`src/rtl/tick_pkg.sv`:
```
// Shared definitions for the tick receiver: state encoding, default parameters
// and the saturating increment used by the interval counter.
package tick_pkg;

    localparam int          CNT_W                  = 24;
    localparam logic [23:0] CNT_MAX                = 24'hFFFFFF;
    localparam int          DEF_SYNC_STAGES        = 2;
    localparam logic [23:0] DEF_TIMEOUT_CYCLES     = 24'd3000000;
    localparam int          DEF_LOCK_EDGES         = 4;

    typedef enum logic [1:0] {
        ST_UNLOCKED = 2'd0,
        ST_LOCKING  = 2'd1,
        ST_LOCKED   = 2'd2
    } tick_state_t;

    function automatic logic [CNT_W-1:0] sat_inc(input logic [CNT_W-1:0] v);
        return (v == CNT_MAX) ? CNT_MAX : v + 1'b1;
    endfunction

endpackage

```
`src/rtl/sync_ff.sv`:
```
// Multi-stage flop synchronizer for a single asynchronous level into clk_input.
module sync_ff #(
    parameter int STAGES = 2
) (
    input  logic clk_input,
    input  logic rst_n,
    input  logic d,
    output logic q
);

    logic [STAGES-1:0] stage;

    // NOTE: sequential state always uses non-blocking assignment so every flop
    // samples the pre-edge value of its neighbour, giving a true shift chain.
    always_ff @(posedge clk_input or negedge rst_n) begin
        if (!rst_n) begin
            stage <= '0;
        end else begin
            stage <= {stage[STAGES-2:0], d};
        end
    end

    assign q = stage[STAGES-1];

endmodule

```
`src/rtl/tick_receiver.sv`:
```
// Receives an asynchronous toggling tick clock: synchronizes it, strobes its
// edges, measures the half period, detects silence and tracks frequency lock.
module tick_receiver
    import tick_pkg::*;
#(
    parameter int          SYNC_STAGES    = DEF_SYNC_STAGES,
    parameter logic [23:0] TIMEOUT_CYCLES = DEF_TIMEOUT_CYCLES,
    parameter int          LOCK_EDGES     = DEF_LOCK_EDGES
) (
    input  logic             clk_input,
    input  logic             rst_n,
    input  logic             slow_clk_in,
    output logic             tick_rise,
    output logic             tick_fall,
    output logic [CNT_W-1:0] half_period,
    output logic             locked,
    output logic             timeout
);

    localparam logic [3:0] LOCK_CNT = 4'(LOCK_EDGES);

    logic             sync_q;
    logic             hist_q;
    logic             edge_seen;
    logic             timeout_hit;
    logic [CNT_W-1:0] interval_cnt;
    tick_state_t      state, state_next;
    logic [3:0]       edge_cnt, edge_cnt_next;

    sync_ff #(.STAGES(SYNC_STAGES)) u_sync (
        .clk_input (clk_input),
        .rst_n     (rst_n),
        .d         (slow_clk_in),
        .q         (sync_q)
    );

    assign edge_seen   = sync_q ^ hist_q;
    // An edge in the same cycle as the silence limit wins; no timeout then.
    assign timeout_hit = !edge_seen && (interval_cnt == TIMEOUT_CYCLES - 24'd1);

    always_ff @(posedge clk_input or negedge rst_n) begin
        if (!rst_n) begin
            hist_q       <= 1'b0;
            tick_rise    <= 1'b0;
            tick_fall    <= 1'b0;
            timeout      <= 1'b0;
            half_period  <= '0;
            interval_cnt <= '0;
        end else begin
            hist_q    <= sync_q;
            tick_rise <= edge_seen &  sync_q;
            tick_fall <= edge_seen & ~sync_q;
            timeout   <= timeout_hit;
            if (edge_seen) begin
                half_period  <= sat_inc(interval_cnt);
                interval_cnt <= '0;
            end else if (timeout_hit) begin
                interval_cnt <= '0;
            end else begin
                interval_cnt <= sat_inc(interval_cnt);
            end
        end
    end

    always_ff @(posedge clk_input or negedge rst_n) begin
        if (!rst_n) begin
            state    <= ST_UNLOCKED;
            edge_cnt <= '0;
            locked   <= 1'b0;
        end else begin
            state    <= state_next;
            edge_cnt <= edge_cnt_next;
            locked   <= (state == ST_LOCKED);
        end
    end

    // NOTE: both outputs get a default before any branch, so no path leaves
    // them unassigned and no latch is inferred.
    always_comb begin
        state_next    = state;
        edge_cnt_next = edge_cnt;
        if (timeout_hit) begin
            state_next    = ST_UNLOCKED;
            edge_cnt_next = '0;
        end else if (edge_seen) begin
            unique case (state)
                ST_UNLOCKED: begin
                    edge_cnt_next = 4'd1;
                    state_next    = (LOCK_CNT == 4'd1) ? ST_LOCKED : ST_LOCKING;
                end
                ST_LOCKING: begin
                    edge_cnt_next = edge_cnt + 4'd1;
                    if (edge_cnt_next >= LOCK_CNT) begin
                        state_next = ST_LOCKED;
                    end
                end
                ST_LOCKED: begin
                    edge_cnt_next = LOCK_CNT;
                end
                default: begin
                    state_next    = ST_UNLOCKED;
                    edge_cnt_next = '0;
                end
            endcase
        end
    end

endmodule

```
`config.mk`:
```
export PLATFORM = sky130hd
export DESIGN_NAME = tick_receiver
export DESIGN_NICKNAME = d
export VERILOG_FILES = /design/src/rtl/tick_pkg.sv /design/src/rtl/sync_ff.sv /design/src/rtl/tick_receiver.sv
export SDC_FILE = /design/constraint.sdc
export NUM_CORES = 1
export LEC_CHECK = 0
export CAP_MARGIN = 15
export CORE_MARGIN = 1
export CORE_UTILIZATION = 45
export DETAILED_ROUTE_END_ITERATION = 10
export PLACE_DENSITY = 0.71
export SLEW_MARGIN = 20
export SYNTH_ARGS = -nofsm -noshare
export SYNTH_HDL_FRONTEND = slang
export SYNTH_SLANG_ARGS = --single-unit
```
`constraint.sdc`:
```
create_clock -name clk_input -period 2.15 [get_ports clk_input]
set_input_delay 0.645 -clock clk_input [delete_from_list [all_inputs] [get_ports clk_input]]
set_output_delay 0.645 -clock clk_input [all_outputs]
set_load 0.01 [all_outputs]
```
==> results list <==
- The run finished with clean final reports.
- In the layout the commonest cells are sky130_fd_sc_hd__dfrtp_1 (61), sky130_fd_sc_hd__clkdlybuf4s50_1 (29), sky130_fd_sc_hd__a21oi_1 (20).
- In this run the power density over the cells is 787 nW/µm².
* Clock tree sinks: 61
- The worst path needs 2100 ps of the cycle, external delays included.
- Largest net degree at the start of global routing: 62
- Clock-pin slew was measured on the worst setup and hold paths at 70 ps.
- Clk buf depth: 2
- The die is 80.9 µm tall.
- Max H-tree Level: 3
- Worst Hold Class: in -> async
* Actual slew at the worst max-slew pin: 624 ps
* Number of hold-slack violations in the final timing report: 0
- Max-slew violation total from the final report: 0
* Count of unique library cells instantiated by Yosys: 44
* Critical path arrival: 2340 ps
- The final critical path takes up 97.8% of the cycle.
- The number of setup buffers added after CTS is 0.
- Count of nets left with antenna violations after detail routing: 0
* P_sw: 0.760 mW
- After filler insertion, the fill cell instance count of the layout stands at 538.
- Cell types with the largest area share after synthesis: sky130_fd_sc_hd__dfrtp_1 (54%), sky130_fd_sc_hd__a21oi_1 (3.6%), sky130_fd_sc_hd__a31oi_1 (3.6%)
- The first global-routing pass estimated 10,400 µm of wire.
- During synthesis, Yosys emitted a total of 0 warnings.
* Count of TritonRoute iterations in the first routing pass: 4
- For this run, asynchronously set or reset flops after synthesis account for 100%.
- Via count of the first global-routing pass: 2,190
* Clock share of power: 31.9%
- Post-CTS repair changed the size of 0 cells.
- Maximum achievable frequency: 0.475 GHz
- Routability-driven placement finished with a final weighted congestion of 0.999.
- Combinational logic burns 17.8% of the power.
- Residual DRC count: 0
- Among all flip-flop cells after synthesis, the most frequent one is sky130_fd_sc_hd__dfrtp_1.
* Area fraction of the dominant cell type after synthesis: 54.5%
- Critical Setup Path Class: reg -> reg
* WL met3: 242 µm
- Share of synthesized area occupied by flip-flops and latches: 54.5%
- Across the run, the number of max-cap violations was 0.
- At the end of the flow the core is filled with cells to 57.9%.
- Global routing used 21.8% of the available tracks across all layers.
* Number of port buffers: 30
- Across all layers, the routed design uses 2,259 vias.
- At the worst endpoint, the required time is 2390 ps.
* VDD IR max: 0.454 mV
- Counting flops with a built-in enable in the synthesized netlist gives 0.
- Clock tree synthesis selected as its root buffer the cell sky130_fd_sc_hd__clkbuf_8.
- Hold Worst Slack: 298 ps
- After detailed routing, the wire length on met1 is 3080 µm.
- Once detailed placement completed, the half-perimeter wirelength came to 4130 µm.
- Fraction of power spent switching nets: 28.0%
* Number of buffers created by CTS: 9
- Cell Int Power: 1.95 mW
- Ant diodes: 0
- Average via count per standard cell: 5.82
- Initial Utilization: 47.0%
- The die is 80.9 µm wide.
- The floorplan step defined a die boundary enclosing 6540 µm².
- Per report_power, the sequential group accounts for 50.3% of the total.
- Hold-fix buffers, CTS: 0
- Of the cells placed in the final design, the portion with a size suffix greater than 1 is 11.8%.
- Final WL: 6310 µm
- Number of rows in the core area: 28
* Number of standard cells after synthesis: 264
* Initial DRC Count: 156
- Clock tree from TritonCTS: yes
- After detailed routing, the met2 layer carries 2850 µm of wire.
- Highest metal layer used by the detailed router: met4
* Count of nets after finishing: 316
* Average cell area after synthesis: 10.6 µm²
* Initial antenna violation count: 0
* Routed length per placed instance: 16.3 µm
- Setup violations remaining at the end of the flow were counted as 0.
- In this run the tightest slew margin relative to its limit is 58.4%.
- Clock skew after layout: 7.13 ps
- The most critical setup path has its startpoint at interval_cnt[16].
- Count of non-filler cells in the finished layout: 388
- After detailed placement, the design holds a cell count of 373.
- In this run the count of I/O pins placed on the die edge is 31.
- Source-to-sink clock delay at the later pin of the worst-skew pair: 350 ps
* Most common cell after layout, fill and taps aside: sky130_fd_sc_hd__dfrtp_1
* Static Leakage: 1.43 nW
- Area of the mapped netlist: 2800 µm²
- Critical Path Sink Type: register
- Core Box Area: 5960 µm²
* Crit Path Max Fanout: 5
- The number of nets handed over by synthesis was 271.
- Area growth, synth to finish: 23.0%
- GRT Residual Overflow: 0
- In this run, synthesis produced a sequential element count of 61.
- sky130_fd_sc_hd__dfrtp_1 takes more of the synthesized area than any other cell.
- The worst setup path is launched from a register.
* RR Startpoint: interval_cnt[16]
[power by group through the flow]
stage	clock [mW]	combinational, mW	sequential, mW
final	0.866	0.482	1.36
after global routing	0.932	0.531	1.38
after CTS	0.881	0.482	1.36
after detailed placement	0	0.472	1.38
after global placement	0	0.468	1.37
after floorplan	0	0.233	1.39
[final timing paths]
check / depth (start not counted) / endpoint / slack, ps
setup / recovery: 4 / state[1] / 50
hold / removal: 2 / interval_cnt[20] / 300
setup reg to reg: 4 / state[1] / 50
hold reg to reg: 0 / u_sync.stage[1] / 370
max in group asynchronous: 2 / interval_cnt[4] / 1600
min in group clk_input: 0 / u_sync.stage[1] / 370
[synth_stat cells (all sizes together) (2+ instances only)]
cell and instances:
dfrtp 61, a21oi 20, nand2 18, nor2 17, a31oi 16, clkbuf 11, xnor2 11, nand3 10
inv 9, nor3 9, nor4 9, o31ai 8, nand4 7, a2bb2oi 5, and3 5, or4 5
ha 4, a32oi 3, and2 3, o21ai 3, or3 3, xor2 3, a32o 2, a41oi 2
buf 2, nand4b 2, or4b 2
[metal layers]
metal	vias to the layer above	global-route usage (%)
li1	1083	-
met1	1118	29.1
met2	45	32.4
met3	13	6.52
met4	0	10.4
met5	-	0
[kinds of logic after synthesis]
group	after synthesis	synth area share, %
simple gates	95	18.6
compound gates	68	17.7
flops	61	54.5
buf+inv	22	3.04
xor+xnor	14	4.38
fa+ha+maj	4	1.79
[cell type report]
class                      count  area [µm²]  area share, %
timing repair buffer          47         439           12.7
inverter                       9        33.8          0.980
clock inverter                 2        10.0          0.290
multi-input combinational    181        1190           34.6
tap                           75        93.8           2.72
sequential                    61        1530           44.3
clock buffer                  13         149           4.32
[state kept, by name, summed over array words and instances, names as in the netlist]
signal        count
u_sync.stage      2
interval_cnt     24
edge_cnt          4
tick_fall         1
timeout           1
locked            1
half_period      24
state             2
hist_q            1
tick_rise         1
[metrics by stage]
| step | setup TNS (ps) | power, mW | instance area, µm² | setup slack (ps) |
|---|---|---|---|---|
| after floorplan | 0 | 1.63 | 2800 | 164 |
| after global placement | 0 | 1.84 | 3280 | 127 |
| after detailed placement | 0 | 1.85 | 3280 | 74.3 |
| after CTS | 0 | 2.73 | 3440 | 69.9 |
| after global routing | -18.4 | 2.84 | 3450 | -18.4 |
| final | 0 | 2.71 | 3450 | 46.3 |
[worst max-delay path: stages, from the launching register on]
cell                      delay (ps)
sky130_fd_sc_hd__dfrtp_1         410
sky130_fd_sc_hd__nand4_1         190
sky130_fd_sc_hd__or4b_1          580
sky130_fd_sc_hd__o41a_1          440
sky130_fd_sc_hd__a221o_1         380
No activity file was read; power rests on OpenSTA's default activity.
